`src/rtl/mem_dump_reader.sv`:
```
// Streams a range of data memory words (with their addresses) out over valid/ready.
// One read outstanding at a time; all outputs registered.
module mem_dump_reader #(
  parameter int DATA_WIDTH    = 8,
  parameter int DATA_MEM_SIZE = 64,
  localparam int AW           = $clog2(DATA_MEM_SIZE)
) (
  input  logic                  clk_i,
  input  logic                  rst_i,
  input  logic                  start_i,
  input  logic [AW-1:0]         start_addr_i,
  input  logic [AW:0]           count_i,
  output logic [AW-1:0]         read_addr_o,
  output logic                  read_o,
  input  logic [DATA_WIDTH-1:0] read_data_i,
  output logic [DATA_WIDTH-1:0] out_data_o,
  output logic [AW-1:0]         out_addr_o,
  output logic                  out_valid_o,
  input  logic                  out_ready_i,
  output logic                  busy_o,
  output logic                  done_o
);

  localparam logic [AW:0]   MEM_SIZE = (AW+1)'(DATA_MEM_SIZE);
  localparam logic [AW-1:0] LAST     = AW'(DATA_MEM_SIZE - 1);
  localparam logic [AW:0]   ONE      = (AW+1)'(1);

  typedef enum logic [2:0] {
    S_IDLE,
    S_REQ,
    S_WAIT,
    S_PRESENT,
    S_DONE
  } state_t;

  state_t                state_q, state_d;
  logic [AW-1:0]         cur_q, cur_d;
  logic [AW:0]           rem_q, rem_d;
  logic [AW-1:0]         read_addr_q, read_addr_d;
  logic                  read_q, read_d;
  logic [DATA_WIDTH-1:0] out_data_q, out_data_d;
  logic [AW-1:0]         out_addr_q, out_addr_d;
  logic                  out_valid_q, out_valid_d;
  logic                  busy_q, busy_d;
  logic                  done_q, done_d;

  logic [AW:0]   start_ext;
  logic [AW-1:0] start_mod;
  logic [AW:0]   count_clamped;
  logic [AW-1:0] next_addr;

  // Out-of-range start addresses fold back into the memory; oversize counts saturate.
  assign start_ext     = {1'b0, start_addr_i};
  assign start_mod     = (start_ext >= MEM_SIZE) ? AW'(start_ext - MEM_SIZE) : start_addr_i;
  assign count_clamped = (count_i > MEM_SIZE) ? MEM_SIZE : count_i;
  assign next_addr     = (cur_q == LAST) ? '0 : cur_q + 1'b1;

  always_ff @(posedge clk_i or posedge rst_i) begin
    if (rst_i) begin
      state_q     <= S_IDLE;
      cur_q       <= '0;
      rem_q       <= '0;
      read_addr_q <= '0;
      read_q      <= 1'b0;
      out_data_q  <= '0;
      out_addr_q  <= '0;
      out_valid_q <= 1'b0;
      busy_q      <= 1'b0;
      done_q      <= 1'b0;
    end else begin
      state_q     <= state_d;
      cur_q       <= cur_d;
      rem_q       <= rem_d;
      read_addr_q <= read_addr_d;
      read_q      <= read_d;
      out_data_q  <= out_data_d;
      out_addr_q  <= out_addr_d;
      out_valid_q <= out_valid_d;
      busy_q      <= busy_d;
      done_q      <= done_d;
    end
  end

  always_comb begin
    state_d     = state_q;
    cur_d       = cur_q;
    rem_d       = rem_q;
    read_addr_d = read_addr_q;
    read_d      = 1'b0;
    out_data_d  = out_data_q;
    out_addr_d  = out_addr_q;
    out_valid_d = out_valid_q;
    done_d      = 1'b0;

    // Output registers are loaded with the values of the state being entered.
    case (state_q)
      S_IDLE: begin
        if (start_i) begin
          if (count_clamped != '0) begin
            cur_d       = start_mod;
            rem_d       = count_clamped;
            read_d      = 1'b1;
            read_addr_d = start_mod;
            state_d     = S_REQ;
          end else begin
            done_d  = 1'b1;
            state_d = S_DONE;
          end
        end
      end
      S_REQ: begin
        state_d = S_WAIT;
      end
      S_WAIT: begin
        out_data_d  = read_data_i;
        out_addr_d  = cur_q;
        out_valid_d = 1'b1;
        state_d     = S_PRESENT;
      end
      S_PRESENT: begin
        if (out_ready_i) begin
          out_valid_d = 1'b0;
          if (rem_q == ONE) begin
            done_d  = 1'b1;
            state_d = S_DONE;
          end else begin
            rem_d       = rem_q - ONE;
            cur_d       = next_addr;
            read_d      = 1'b1;
            read_addr_d = next_addr;
            state_d     = S_REQ;
          end
        end
      end
      S_DONE: begin
        state_d = S_IDLE;
      end
      default: begin
        state_d     = S_IDLE;
        out_valid_d = 1'b0;
      end
    endcase

    busy_d = (state_d != S_IDLE);
  end

  assign read_addr_o = read_addr_q;
  assign read_o      = read_q;
  assign out_data_o  = out_data_q;
  assign out_addr_o  = out_addr_q;
  assign out_valid_o = out_valid_q;
  assign busy_o      = busy_q;
  assign done_o      = done_q;

endmodule

```
`config.mk`:
```
export PLATFORM = sky130hd
export DESIGN_NAME = mem_dump_reader
export DESIGN_NICKNAME = d
export VERILOG_FILES = /design/src/rtl/mem_dump_reader.sv
export SDC_FILE = /design/constraint.sdc
export NUM_CORES = 1
export LEC_CHECK = 0
export ABC_CLOCK_PERIOD_IN_PS = 1700
export CORE_MARGIN = 2
export CORE_UTILIZATION = 25
export CTS_CLUSTER_SIZE = 25
export DETAILED_ROUTE_END_ITERATION = 7
export GPL_ROUTABILITY_DRIVEN = 0
export PLACE_DENSITY = 0.46
export RECOVER_POWER = 25
export SKIP_CTS_REPAIR_TIMING = 1
export SLEW_MARGIN = 20
export SYNTH_ARGS = -nofsm -noshare
export SYNTH_HDL_FRONTEND = slang
export SYNTH_SLANG_ARGS = --single-unit
```
`constraint.sdc`:
```
create_clock -name clk_i -period 1.7 [get_ports clk_i]
set_input_delay 0.34 -clock clk_i [delete_from_list [all_inputs] [get_ports clk_i]]
set_output_delay 0.34 -clock clk_i [all_outputs]
set_load 0.02 [all_outputs]
```
# Word level (Yosys, flattened, before mapping)

Cells that the tools add are included.

Flip-flop bits (word level): 34
Bits of input ports: 25
Output and inout port bits: 24
Word-level logic and storage cells: 62

Add/subtract/negate cells: 3
Magnitude comparators: 2
Eq/ne operators: 10
Muxes and demuxes: 30
Bitwise logic cells: 1
Reductions and logical operators: 7

Operators by type and width:

| operator            | number |
|---|---|
| $mux 6              | 6 |
| $mux 7              | 5 |
| $pmux 7 s2          | 1 |
| $mux 3              | 4 |
| $pmux 3 s4          | 1 |
| $pmux 6 s2          | 1 |
| $mux 1              | 9 |
| $ne 2x2->1 const B  | 4 |
| $eq 7x1->1 const B  | 1 |
| $ge 6x7->1 const B  | 1 |
| $gt 7x7->1 const B  | 1 |
| $reduce_bool 7->1   | 1 |
| $sub 7x1->7 const B | 1 |
| $add 6x1->6 const B | 1 |
| $eq 3x2->1 const B  | 2 |
| $eq 6x6->1 const B  | 1 |
| $sub 6x1->6 const B | 1 |
| $reduce_and 5->1    | 1 |
| $pmux 1 s2          | 2 |
| $eq 3x1->1 const B  | 1 |
| $eq 3x3->1 const B  | 1 |
| $logic_not 3->1     | 1 |
| $pmux 1 s3          | 1 |
| $reduce_bool 3->1   | 1 |
| other kinds (4)     | 4 |

# Longest topological paths before layout

Depth after elaboration: 7
Mapped depth: 6
Gate-level depth less buffers: 6

# Worst setup path after synthesis

Ideal clock, no wire load.

Kind: reg2reg
Start: register state_q[0]
End: register rem_q[1]
Library setup time: 0.127 ns
Arrival time: 1.717 ns
Required time: 1.573 ns
Setup slack: -0.144 ns
Stages on the path, launching flop included: 7
Buffers on the path: 1
Period minus slack after synthesis: 1.844 ns
Cell sequence: dfrtp_1 -> buf_6 -> or4b_4 -> a21oi_4 -> nor2_4 -> inv_4 -> mux2_1

Longest elaborated chain between the ends: 3
Elaborated cells between the ends (all ways): 9
Classes of those cells: 5 x eq/ne; 1 x mux; 3 x reduce/logical

RTL lines:

| element                                                          | RTL line | text |
|---|---|---|
| start, declared                                                  | 36       | `state_t state_q, state_d;` |
| start signal, assigned                                           | 71       | `state_q <= state_d;` |
| $eq 3x2->1 / $logic_not 3->1 (equally long branches)             | 96       | `case (state_q)` |
| $ne 2x2->1 (no line) / $reduce_bool 2->1 (equally long branches) | --       |  |
| $reduce_and 5->1 (no line)                                       | --       |  |
| end signal, assigned                                             | 73       | `rem_q <= rem_d;` |
| end, declared                                                    | 38       | `logic [AW:0] rem_q, rem_d;` |

Several ways; a longest one is shown, not always the timed one.
A chain may end at the register's enable or synchronous reset.

# Worst setup path in the final report

Start: register state_q[2]
End: register rem_q[1]

The elaborated chain is that of the path after synthesis.

==> flow_summary_export.csv <==
group,metric,value,unit
final_layout,nNetsFinal,271,
timing,maxSlewHeadroom,41.88,%
timing,rsz0062_at_grt,"true",
status,status,"finished, violations left",
setup_path,crit_chain,"or4b_4, a21oi_4, nor2_4, inv_4, mux2_4",
global_routing,use_met3,2.559,%
setup_path,ff2ff_setup_slack,-0.04,ns
setup_path,max_stage_delay,0.57,ns
logic_synthesis,yosysWarnings,0,
setup_path,critPathLaunch,"state_q[2]",
global_routing,met1_usage,17.77,%
setup_path,crit_end,"rem_q[1]",
die,num_rows,30,
final_layout,final_cell_area,2750,µm²
global_routing,grt_pass1_vias,1490,
global_routing,grt_max_degree,35,
clocking,tritoncts,"yes",
die,die_h,87.26,µm
logic_synthesis,syn-cell-area,1733,µm²
logic_synthesis,dominantRegCellSynth,"dfrtp_1",
final_layout,drive_gt1_share,32.38,%
drt,vias,1561,
timing,period_minus_slack,1.745,ns
place,dp_hpwl,3302,µm
timing,skew,0.005034,ns
place,numPortBuffers,48,
global_routing,grt_usage,12.31,%
logic_synthesis,seq_area_frac_synth,49.10,%
logic_synthesis,ys_seq_elements,34,
timing,period_share,102.6,%
worst_hold_path,hp-class,"flop to flop",
timing,tightest_slew,0.8717,ns
logic_synthesis,syn_inst,158,
timing,fin_ws,-0.04492,ns
logic_synthesis,syn_nets,186,
power,leakage,1.250,nW
timing,final_hold_viol_count,0,
clocking,cts-root-buf,"clkbuf_8",
drt,vias_per_cell,4.818,
power,max-vdd-ir-drop,0.7158,mV
setup_path,cp.required,1.87,ns
die,die_area,7613,µm²
setup_path,worst_r2r_path_depth,5,
clocking,numClockSinks,34,
run,max_cap_violations,0,
logic_synthesis,avgSynthCellArea,10.97,µm²
logic_synthesis,synthArstFlopShare,100.0,%
clocking,cts.path.max_buffers,2,
clocking,path_clk_slew,0.07,ns
final_layout,antenna_cells,0,
die,core,6756,µm²
drt,dr.pass1.iters,4,
timing,worst_hold_slack,0.5072,ns
logic_synthesis,ys_types,39,
drt,drt_iter0_markers,93,
setup_path,startpoint_type,"flop",
setup_path,timing.rr.start,"state_q[2]",
status,failed_checks,"negative setup slack",
timing,finalSetupViolCount,5,
timing,final-max-slew-violation-count,0,
global_routing,antenna_found_initial,0,
drt,ant_nets,0,
final_layout,area_growth,58.70,%
global_routing,grt_overflow,0,
power,finalPower,5.102,mW
place,place_area,2585,µm²
drt,post_drt_wl_per_cell,13.96,µm
final_layout,final_util,40.70,%
place,pre_cts_ws,-0.3669,ns
setup_path,reg2reg_to,"rem_q[1]",
setup_path,cp_max_fo,6,
clocking,htreeDepth,2,
global_routing,met2_usage,18.46,%
global_routing,top_usage_layer,"met2",
global_routing,grt_pass1_wl,7272,µm
die,die_w,87.26,µm
clocking,insertion_delay,0.28,ns
drt,drc,0,
drt,wl,4524,µm
logic_synthesis,synth_edf_count,0,
die,start_util,25.65,%
clocking,numCtsBuffers,5,
die,ios,49,
timing,fmax,573.1,MHz
setup_path,critical-path-slowest-cell,"or4b_4",
setup_path,critical_path_class,"flop to flop",
setup_path,crit_path_end_kind,"flop",
power,power.density,1855,nW/µm²
setup_path,cp.arrival,1.91,ns
area by class of cell:
class / instances / area [µm²]
Inverter: 9 / 36.28
Clock buffer: 7 / 86.33
Fill cell: 665 / 4006
Timing Repair Buffer: 85 / 813.3
Sequential cell: 34 / 850.8
Tap cell: 80 / 100.1
Clock inverter: 1 / 5.005
Multi-Input combinational cell: 108 / 858.3
cell usage after synthesis (2+ instances only):
| library cell | instances | share of area (%) |
|---|---|---|
| nand3_1 | 5 | 1.4 |
| a2bb2oi_1 | 2 | 1.0 |
| o21ai_0 | 6 | 1.7 |
| nor2_1 | 5 | 1.1 |
| buf_6 | 2 | 1.3 |
| nand2_1 | 8 | 1.7 |
| buf_2 | 2 | 0.58 |
| nand2b_1 | 2 | 0.72 |
| o22ai_1 | 9 | 3.2 |
| nor3_1 | 9 | 2.6 |
| inv_1 | 8 | 1.7 |
| clkbuf_1 | 3 | 0.65 |
| a21oi_1 | 9 | 2.6 |
| mux2_2 | 14 | 9.1 |
| o2bb2ai_1 | 7 | 3.5 |
| dfrtp_1 | 34 | 49 |
| nor4_1 | 3 | 1.1 |
| nand3b_1 | 2 | 0.87 |
| o21ai_1 | 2 | 0.58 |
| a31oi_1 | 5 | 1.8 |
| ha_1 | 3 | 2.2 |
power by group:
part,internal [mW],switching (mW)
combinational,1.56,1.47
sequential,1.18,0.270
clock,0.327,0.291
flip-flops by register name, summed over array words and instances (netlist names):
register and flops:
out_valid_o 1, done_o 1, busy_o 1, out_addr_o 6, rem_q 7, state_q 3
read_o 1, out_data_o 8, read_addr_o 6
critical path: cells and delay by family (launching register included):
| family | cells | cell delay, ns |
|---|---|---|
| DFF | 1 | 0.38 |
| and+or+nand+nor | 2 | 0.66 |
| buffers and inverters | 1 | 0.06 |
| muxes | 1 | 0.28 |
| AOI/OAI and AO/OA | 1 | 0.26 |
cell usage in the layout, fill, tap and decap left out, types with 2 or more instances in the layout:
cell             Yosys  layout
nor4_1               3       3
o2bb2ai_1            7       6
o21ai_2              0       3
dlymetal6s2s_1       0      10
nor3_1               9       7
dfrtp_1             34      34
a21oi_1              9       9
o21ai_0              6       5
nand3b_1             2       2
a2bb2oi_1            2       2
clkbuf_8             0       6
nand2_1              8       8
o22ai_1              9       5
nand2b_1             2       2
ha_1                 3       3
buf_12               0       2
o22ai_2              1       5
inv_1                8       8
buf_6                2       2
buf_4                0      32
a31oi_1              5       5
mux2_2              14      14
nand3_1              5       5
nor3_2               1       3
clkdlybuf4s50_1      0      37
nor2_1               5       5
routing by layer:
metal / vias to the layer above / wire [µm]
met2: 48 / 2081
met4: 0 / 64
met1: 744 / 2135
met5: - / 0
li1: 762 / -
met3: 7 / 243
metrics by stage:
stage,std cells,setup TNS (ns)
floorplan,158,-0.1660
finish,324,-0.09167
global route,324,-0.5358
global placement,314,-4.745
CTS,322,-0.5448
detailed placement,314,-4.623
worst min path at each step:
| stage | start | endpoint | slack, ns | cells after the start |
|---|---|---|---|---|
| floorplan | out_ready_i | state_q[1] | 0.46 | 1 |
| global placement | out_data_o[6] | out_data_o[6] | 0.49 | 1 |
| detailed placement | out_addr_o[0] | out_addr_o[0] | 0.49 | 1 |
| CTS | rst_i | out_data_o[6] | 0.40 | 3 |
| global route | out_data_o[5] | out_data_o[5] | 0.52 | 1 |
| finish | out_addr_o[0] | out_addr_o[0] | 0.51 | 1 |
cells by family after synthesis:
group                    synth area share, %
AO/OA/AOI/OAI                          19.42
AND/OR/NAND/NOR                        14.95
flip-flops                             49.10
buffers and inverters                  4.621
multiplexers                           9.747
adder cells (fa/ha/maj)                2.166
Note: power is estimated with default switching activity, not from simulation.
==> edit 1: new RTL, same settings <==
Take the reset off `out_data_q` and load it in a clocked block of its own.
--- a/src/rtl/mem_dump_reader.sv
+++ b/src/rtl/mem_dump_reader.sv
@@ -62,7 +62,6 @@
       rem_q       <= '0;
       read_addr_q <= '0;
       read_q      <= 1'b0;
-      out_data_q  <= '0;
       out_addr_q  <= '0;
       out_valid_q <= 1'b0;
       busy_q      <= 1'b0;
@@ -73,12 +72,15 @@
       rem_q       <= rem_d;
       read_addr_q <= read_addr_d;
       read_q      <= read_d;
-      out_data_q  <= out_data_d;
       out_addr_q  <= out_addr_d;
       out_valid_q <= out_valid_d;
       busy_q      <= busy_d;
       done_q      <= done_d;
     end
+  end
+
+  always_ff @(posedge clk_i) begin
+    out_data_q <= out_data_d;
   end
 
   always_comb begin
Behaviour: differs if rst_i is asserted again (counterexample within 4 cycles, from zero or initial values and one cycle with rst_i high); with rst_i held inactive, the same outputs for 10 cycles.
==> edit 1 against the original RTL <==
- the run still ends with setup timing left
- routed wire length is 1.9% higher
- non-clock buffer count is 6 lower
- synthesized area is 4.1% lower
- worst hold slack worse by 0.036 ns
- worst setup slack worse by 0.012 ns
- total power is 8.5% lower
- largest cell class is now sequential cells
- clock power is 4.9% lower
- sequential cell count stayed put
- combinational power is 11% lower
- critical path depth is 1 higher
- final cell count is 5.2% lower
- cell area is 4.2% lower
==> edit 1: results (changes against the original RTL) <==
grt_pass1_wl_um: 7417  # +2.0%
power_density_nw_per_um2: 1772  # -4.5%
grt_util_met2_pct: 21.73  # +3.3 points
ys_types: 40  # +2.6%
layout-drive-gt1-share_pct: 26.96  # -5.4 points
finalSetupViolations: 6  # +1
power_leakage_nw: 1.135  # -9.2%
drt_iter0_drc: 61  # -34%
synth_area_leaders: "dfrtp_1 39%, edfxtp_1 14%, mux2_2 4.1%, o2bb2ai_1 3.7%, a21oi_1 3.0%"
dpl_cell_area_um2: 2455  # -5.0%
nNonClkInverters: 10  # +1
cp_max_fo: 5  # -1
vias_per_cell: 4.834  # +0.33%
fillers: 617  # -7.2%
status: "finished, violations left"
synthAdderAreaFrac_pct: 2.259  # +0.093 points
syn_area_per_cell_um2: 11.15  # +1.7%
reg2reg_depth: 6  # +1
multi_input_area_share_pct: 28.63  # -2.6 points
synth_compound_area_share_pct: 18.15  # -1.3 points
fin_skew_ns: 0.007039  # +0.002005 ns
dp_slack_ns: -0.5120  # -0.1451 ns
wl_met1_um: 2120  # -0.70%
wl_um: 4609  # +1.9%
dr_wl_met3_um: 173  # -29%
synthMuxAreaShare_pct: 4.970  # -4.8 points
dp.cells: 298  # -5.1%
ys_seq_area_share_pct: 53.61  # +4.5 points
nNonClkBuffers: 79  # -7.1%
min_path_type: "in -> reg"
hpwl_um: 3408  # +3.2%
track_usage_pct: 13.01  # +0.70 points
grt_use_met1_pct: 16.60  # -1.2 points
setup_tns_ns: -0.1414  # -0.04969 ns
grt_pass1_vias: 1480  # -0.67%
yosys-top-cells-count: "26 x dfrtp_1, 11 x nand2_1, 10 x a21oi_1, 9 x inv_1, 9 x nor3_1"
final_nets: 257  # -5.2%
nClkBuffers: 5  # -2
failed_checks: "setup timing"
grt_max_degree: 27  # -23%
setup_slack_ns: -0.05668  # -0.01176 ns
edit 1: changes by cell type after synthesis, moves of 2 or more:
cell | unedited run | this run
a22oi_1 | 0 | 2
a2bb2oi_1 | 2 | 0
clkbuf_1 | 3 | 1
dfrtp_1 | 34 | 26
edfxtp_1 | 0 | 8
mux2_2 | 14 | 6
nand2_1 | 8 | 11
o211ai_1 | 0 | 2
o21ai_1 | 2 | 0
o22ai_1 | 9 | 6
edit 1: path summary, 6_finish.rpt:
kind / from / slack, ns / end
max: state_q[0] / -0.06 / rem_q[1]
min: count_i[4] / 0.47 / rem_q[4]
max reg2reg: state_q[0] / -0.06 / rem_q[1]
min reg2reg: out_addr_o[4] / 0.51 / out_addr_o[4]
max in group asynchronous: rst_i / 0.56 / busy_o
min in group asynchronous: rst_i / 0.68 / out_addr_o[5]
edit 1: where the power goes:
part	internal (mW)	switching (mW)	total, mW
Sequential	1.18	0.205	1.38
Clock	0.280	0.308	0.588
Combinational	1.33	1.37	2.70
Total	2.79	1.88	4.67
==> edit 2: new RTL, same settings <==
Made on the original files. Set the parameter `DATA_WIDTH` to 9 (it was 8).
--- a/src/rtl/mem_dump_reader.sv
+++ b/src/rtl/mem_dump_reader.sv
@@ -1,7 +1,7 @@
 // Streams a range of data memory words (with their addresses) out over valid/ready.
 // One read outstanding at a time; all outputs registered.
 module mem_dump_reader #(
-  parameter int DATA_WIDTH    = 8,
+  parameter int DATA_WIDTH    = 9,
   parameter int DATA_MEM_SIZE = 64,
   localparam int AW           = $clog2(DATA_MEM_SIZE)
 ) (
Ports: changed (resized out_data_o and read_data_i); port bits go from 49 to 51. No check against the original RTL was run, so the function may have changed too.
==> edit 2 against the original RTL <==
- the run still ends with setup timing left
- sequential cell count grew 1
- worst setup slack lost 0.0040 ns
- total power grew 1.9%
- first-iteration DRC count shrank 44%
- clock power is essentially flat
- cell area grew 0.45%
- synthesized area grew 1.9%
- routed wire length grew 2.9%
- critical endpoint unchanged
- largest cell class unchanged
- highest routed layer unchanged
==> edit 2: results (changes against the original RTL) <==
synth_compound_area_share_pct: 17.63  # -1.8 points
wl_per_cell_um: 14.07  # +0.74%
fillers: 690  # +3.8%
synthAdderAreaFrac_pct: 2.125  # -0.041 points
numPortBuffers: 50  # +4.2%
largest_register_ffs: 9  # +1
vias_per_cell: 4.659  # -3.3%
yosys-top-cells-count: "35 x dfrtp_1, 15 x mux2_2, 9 x o2bb2ai_1, 8 x nand2_1, 8 x nor3_1"
critPathArrivalTime_ns: 1.93  # +0.02 ns
synthMuxAreaShare_pct: 10.41  # +0.66 points
cp_max_fo: 7  # +1
cp-startpoint: "state_q[1]"
failed_checks: "setup timing"
final_nets: 264  # -2.6%
fin_skew_ns: 0.009616  # +0.004582 ns
synthesis.nets: 187  # +0.54%
grt_pass1_wl_um: 7452  # +2.5%
status: "finished, violations left"
ys_seq_area_share_pct: 49.58  # +0.48 points
layout-drive-gt1-share_pct: 30.21  # -2.2 points
min_path_cells: 3  # +2
slew_headroom_pct: 40.52  # -1.4 points
dp.cells: 322  # +2.5%
finalSetupViolations: 4  # -1
grt_pass1_vias: 1488  # -0.13%
setup_slack_ns: -0.04892  # -0.003992 ns
grt_max_degree: 36  # +2.9%
vdd_drop_max_mv: 0.6820  # -4.7%
==> edit 2: cell types whose count changed after synthesis, sizes merged, moves of 2 or more <==
cell     unedited run  this run
o22ai              10         7
a31oi               6         4
inv                 9         7
nand3b              2         4
o211ai              0         3
o2bb2ai             7         9
a22oi               1         3
a2bb2oi             3         0
a21oi              10         8
==> edit 2: metal layers <==
layer	vias to the layer above	wire (um)	global-route usage [%]	part of all wire (%)
met1	754	2182	17.38	47
met4	0	31	3.857	0.67
li1	756	-	-	-
met3	4	182	3.205	3.9
met2	28	2260	18.80	49
met5	-	0	0	0
==> edit 2: logic make-up after synthesis <==
logic type	after synthesis
muxes	16
buffers and inverters	15
and+or+nand+nor	44
DFF	35
AOI/OAI and AO/OA	45
adders and majority gates	3
==> edit 2: final cells by class <==
type / count / area (um2) / share of cell area (%)
clock inverter: 1 / 5.005 / 0.1812
sequential: 35 / 875.8 / 31.70
timing repair buffer: 78 / 765.7 / 27.72
multi-input combinational: 108 / 882.1 / 31.93
inverter: 7 / 31.28 / 1.132
tap: 96 / 120.1 / 4.348
clock buffer: 6 / 82.58 / 2.989
==> edit 2: metrics by stage <==
stage | hold slack, ns | power, mW | TNS (ns) | cell area (um2) | util (%)
2_1_floorplan | 0.4567 | 3.152 | -0.09078 | 1767 | -
3_3_place_gp | 0.4877 | 4.485 | -5.492 | 2565 | 37.55
3_5_place_dp | 0.4940 | 4.478 | -5.515 | 2565 | 37.55
4_1_cts | 0.4061 | 5.120 | -1.128 | 2653 | 38.83
5_1_grt | 0.5194 | 5.576 | -0.7960 | 2763 | 40.44
6_report | 0.4717 | 5.201 | -0.1136 | 2763 | 40.44
==> edit 2: worst min-delay path by stage <==
| stage | endpoint | slack, ns | start |
|---|---|---|---|
| floorplan | state_q[1] | 0.46 | out_ready_i |
| global placement | out_data_o[8] | 0.49 | out_data_o[8] |
| detailed placement | out_data_o[8] | 0.49 | out_data_o[8] |
| CTS | rem_q[6] | 0.41 | rst_i |
| global route | state_q[2] | 0.52 | count_i[3] |
| finish | rem_q[3] | 0.47 | count_i[3] |
==> edit 2: report_power, final <==
group	switching (mW)	internal, mW	leakage (nW)
Combinational	1.51	1.59	0.727
Sequential	0.258	1.22	0.420
Clock	0.299	0.318	0.0470
Total	2.07	3.13	1.19
==> edit 2: worst register-to-register path, delay by kind of cell, from the launching register on <==
kind | cells | cell delay, ns
simple gates | 2 | 0.66
flops | 1 | 0.38
mux | 1 | 0.28
compound gates | 1 | 0.27
buf+inv | 1 | 0.06
